==> config.mk <==
export PLATFORM = sky130hd
export DESIGN_NAME = regfile_sb_bypass
export DESIGN_NICKNAME = d
export VERILOG_FILES = /design/src/rtl/regfile_sb_bypass.sv
export SDC_FILE = /design/constraint.sdc
export NUM_CORES = 1
export LEC_CHECK = 0
export CAP_MARGIN = 10
export CORE_MARGIN = 1.5
export CORE_UTILIZATION = 32
export CTS_CLUSTER_DIAMETER = 120
export DETAILED_ROUTE_END_ITERATION = 8
export PLACE_DENSITY = 0.56
export RECOVER_POWER = 100
export SLEW_MARGIN = 5
export SYNTH_ARGS = -nofsm -noshare
export SYNTH_HDL_FRONTEND = slang
export SYNTH_SLANG_ARGS = --single-unit
==> constraint.sdc <==
create_clock -name clk -period 7.5 [get_ports clk]
set_clock_uncertainty 0.1 [all_clocks]
set_input_delay 1.5 -clock clk [delete_from_list [all_inputs] [get_ports clk]]
set_output_delay 1.5 -clock clk [all_outputs]
set_load 0.02 [all_outputs]
==> src/rtl/regfile_sb_bypass.sv <==
// Multi-read-port register file with same-cycle write bypass, optional hardwired-zero R0,
// and a per-register busy scoreboard that decode reserves at issue and writeback clears.
module regfile_sb_bypass #(
    parameter int DATA_W   = 16,
    parameter int NUM_REGS = 16,
    parameter int ADDR_W   = 4,
    parameter int NUM_RD   = 2,
    parameter bit ZERO_REG = 1'b1,
    parameter bit BYPASS   = 1'b1
) (
    input  logic                     clk,
    input  logic                     rst_n,
    input  logic [NUM_RD*ADDR_W-1:0] rd_addr,
    output logic [NUM_RD*DATA_W-1:0] rd_data,
    output logic [NUM_RD-1:0]        rd_busy,
    input  logic                     wr_en,
    input  logic [ADDR_W-1:0]        wr_addr,
    input  logic [DATA_W-1:0]        wr_data,
    input  logic                     rsv_en,
    input  logic [ADDR_W-1:0]        rsv_addr,
    output logic                     rsv_gnt,
    input  logic                     flush,
    output logic [NUM_REGS-1:0]      busy_vec
);

    logic [DATA_W-1:0]   regs [NUM_REGS];
    logic [NUM_REGS-1:0] busy;

    function automatic logic in_range(input logic [ADDR_W-1:0] a);
        return (32'(a) < 32'(NUM_REGS));
    endfunction

    function automatic logic is_zero(input logic [ADDR_W-1:0] a);
        return ZERO_REG && (a == '0);
    endfunction

    // Read ports: register lookup, then bypass override, then the R0 override wins.
    logic [ADDR_W-1:0] ra;
    logic [DATA_W-1:0] rdat;
    logic              rbsy;

    always_comb begin
        rd_data = '0;
        rd_busy = '0;
        ra      = '0;
        rdat    = '0;
        rbsy    = 1'b0;
        for (int i = 0; i < NUM_RD; i++) begin
            ra   = rd_addr[i*ADDR_W +: ADDR_W];
            rdat = '0;
            rbsy = 1'b0;
            for (int r = 0; r < NUM_REGS; r++) begin
                if (ra == ADDR_W'(r)) begin
                    rdat = regs[r];
                    rbsy = busy[r];
                end
            end
            if (BYPASS && wr_en && (wr_addr == ra) && in_range(ra)) begin
                rdat = wr_data;
                rbsy = 1'b0;
            end
            if (is_zero(ra)) begin
                rdat = '0;
                rbsy = 1'b0;
            end
            rd_data[i*DATA_W +: DATA_W] = rdat;
            rd_busy[i]                  = rbsy;
        end
    end

    // A WAW reservation is refused while the register is pending, unless its
    // producer retires in this same cycle.
    logic rsv_busy;
    logic wr_hit_rsv;

    always_comb begin
        rsv_busy = 1'b0;
        for (int r = 0; r < NUM_REGS; r++) begin
            if (rsv_addr == ADDR_W'(r))
                rsv_busy = busy[r];
        end
        wr_hit_rsv = wr_en && (wr_addr == rsv_addr);
        rsv_gnt    = rsv_en && !flush && in_range(rsv_addr) && (!rsv_busy || wr_hit_rsv);
    end

    always_ff @(posedge clk) begin
        if (!rst_n) begin
            for (int r = 0; r < NUM_REGS; r++)
                regs[r] <= '0;
            busy <= '0;
        end else begin
            for (int r = 0; r < NUM_REGS; r++) begin
                if (wr_en && (wr_addr == ADDR_W'(r)) && !(ZERO_REG && (r == 0)))
                    regs[r] <= wr_data;
            end
            if (flush) begin
                busy <= '0;
            end else begin
                for (int r = 0; r < NUM_REGS; r++) begin
                    if (rsv_gnt && (rsv_addr == ADDR_W'(r)) && !(ZERO_REG && (r == 0)))
                        busy[r] <= 1'b1;
                    else if (wr_en && (wr_addr == ADDR_W'(r)))
                        busy[r] <= 1'b0;
                end
            end
        end
    end

    assign busy_vec = busy;

endmodule
==> qor.yml <==
detailed_routing:
  drt_first_pass_iters: 6
  ant_nets: 0
  viasPerCell: 6.30
  first_iter_violations: 1985
  drc: 0
  routed_wl_um: 59800
  wl_per_cell_um: 28.8
  dr_total_vias: 13100
yosys:
  synth_cells: 1404
  yosys_warnings: 0
  synthArstFlopShare_pct: 0
  ys_ff_latch: 255
  ys_seq_area_share_pct: 51.5
  synthTopCellsByArea: "edfxtp_1, nor2_1, mux2_2"
  synth.most_common_cell: "edfxtp_1"
  syn-cell-area_sq_um: 14600
  synth_commonest_cells: "edfxtp_1, nor2_1, nand2_1"
  syn_avg_cell_area_sq_um: 10.4
  synth_edf_count: 240
  synth_fp_nets: 1441
  yosysTopAreaCell: "edfxtp_1"
  ys_types: 75
  synth_top_area_share_pct: 49.4
  synth_flop_cell: "edfxtp_1"
power_and_ir_drop:
  irDropWorstVdd_mv: 0.121
  power.leakage_nw: 5.96
  p_per_area_nw_per_um2: 229
timing:
  timing.final.crit_share_pct: 93.0
  max_slew_margin_pct: -8.60
  worst_pin_slew_ns: 1.63
  rsz0062_at_grt: "no"
  setup_tns_ns: 0
  finalHoldViolCount: 0
  fin_crit_ns: 6.98
  fmax_ghz: 0.143
  finalSetupViolCount: 0
  maxSlewViolCount: 17
clocking:
  numCtsBuffers: 29
  clock_latency_ns: 0.56
  cts_sinks: 255
  cts_tree: "yes"
  ctsHoldBuffers: 0
  ctsResizeCount: 0
  clockBufferDepth: 3
  cts_max_level: 1
  clkTransAtPathRegs_ns: 0.06
  cts_root_buffer: "clkbuf_16"
  cts.repair_timing.setup_buffer_count: 0
grt:
  antenna_found_initial: 1
  grt_max_degree: 55
  grt_pass1_wl_um: 85900
  first_global_vias: 12500
  grtUsageTotal_pct: 24.9
  grt-ovfl-total: 0
critical_path:
  critPathMaxFanout: 15
  critical_path.startpoint: "rd_addr[3]"
  arrival_ns: 5.38
  reg2reg_from: "busy_vec[12]$_SDFFE_PP0P_"
  worst-endpoint-required_ns: 5.90
  worstSetupPathType: "input pin to output port"
  critPathCaptureType: "output port"
  startpoint_type: "input pin"
cells_and_area:
  layout.nets: 1492
  stdcell_count: 2078
  layout-drive-gt1-share_pct: 12.4
  areaGrowthSynthToFinish_pct: 16.3
  antenna_cells: 0
floorplan:
  core_region_area_sq_um: 45200
  die-width_um: 216
  die_area_sq_um: 46800
  rows: 78
  boundaryPins: 88
  die_h_um: 216
  start_util_pct: 32.3
placement:
  io_buffers: 86
  place_hpwl_um: 41300
  dp_cells: 2024
  gp_congestion: 1.03
status:
  status: "complete, but fails checks"
  violations: "max-capacitance violations, max-slew violations"
min_path:
  hp-class: "flop to flop"
  min_from: "busy_vec[2]$_SDFFE_PP0P_"
flow_run:
  cap_violations: 1
-- cell usage in the layout (no fill, tap or decap), types with 17 or more instances in the layout --
master	instances
nand2b_1	18
nor2_1	211
a21oi_1	81
nand3_1	32
clkdlybuf4s50_1	34
nor2b_1	21
a221oi_1	18
nor3_1	19
mux2i_1	49
nand2_1	129
o221ai_1	21
a31oi_1	20
inv_1	30
mux4_2	17
buf_4	49
mux2_2	44
dlygate4sd3_1	45
o21ai_0	95
edfxtp_1	240
a22oi_1	31
clkbuf_16	29
-- metrics by stage --
step                utilization, %  worst slack, ns  total power [mW]  hold slack (ns)  area, sq um
global route                  37.5            0.462              3.96            0.480        17000
floorplan                        -             2.60              2.10            0.471        14600
detailed placement            35.3             1.04              2.39            0.437        16000
finish                        37.5            0.523              3.88            0.439        17000
global placement              35.3             1.10              2.39            0.430        16000
CTS                           37.6             1.03              3.88            0.448        17000
-- layer usage --
metal	GRT usage, %	vias to the layer above	wire length [um]
met5	0	-	13
met2	37.6	985	26000
li1	-	5431	-
met1	33.8	6453	23700
met4	12.7	2	3650
met3	4.81	217	6450
-- registers in the layout (all words and copies together) (netlist names) --
| name | count |
|---|---|
| regs | 240 |
| busy_vec | 15 |
-- worst paths after layout --
path / end / slack [ns] / cells past startpoint
max: rd_data[10] / 0.52 / 9
min: busy_vec[2]$_SDFFE_PP0P_ / 0.44 / 2
max reg2reg: busy_vec[4]$_SDFFE_PP0P_ / 5.60 / 6
min reg2reg: busy_vec[2]$_SDFFE_PP0P_ / 0.44 / 2
-- cell type report --
class,count,area (sq um)
Tap cell,600,751
Multi-Input combinational cell,999,6330
Timing Repair Buffer,139,1240
Sequential cell,255,7510
Clock buffer,31,733
Inverter,31,116
Fill cell,4461,28200
Clock inverter,23,273
-- where the power goes --
part,internal (mW),leakage (nW),switching [mW]
logic,0.223,3.04,0.418
clock network,0.886,0.485,0.620
registers,1.66,2.43,0.0673
-- critical path, cell delays in order --
cell and delay [ns]:
dlygate4sd3_1 1.01, clkbuf_1 0.59, nand2b_1 0.46, nor2_1 0.30
nand2_1 0.07, o21ai_0 0.08, a221oi_1 0.11, o31ai_1 0.49
dlygate4sd3_1 0.75
-- cells by family after synthesis --
group,count (synthesis),share of synthesized area (%)
AOI/OAI and AO/OA,407,18.9
xor gates and xnor gates,13,0.781
buffers and inverters,150,5.01
DFF,255,51.5
muxes,112,9.75
other,1,0.0257
and+or+nand+nor,466,14.0
Power figures use the tool's default switching activity.
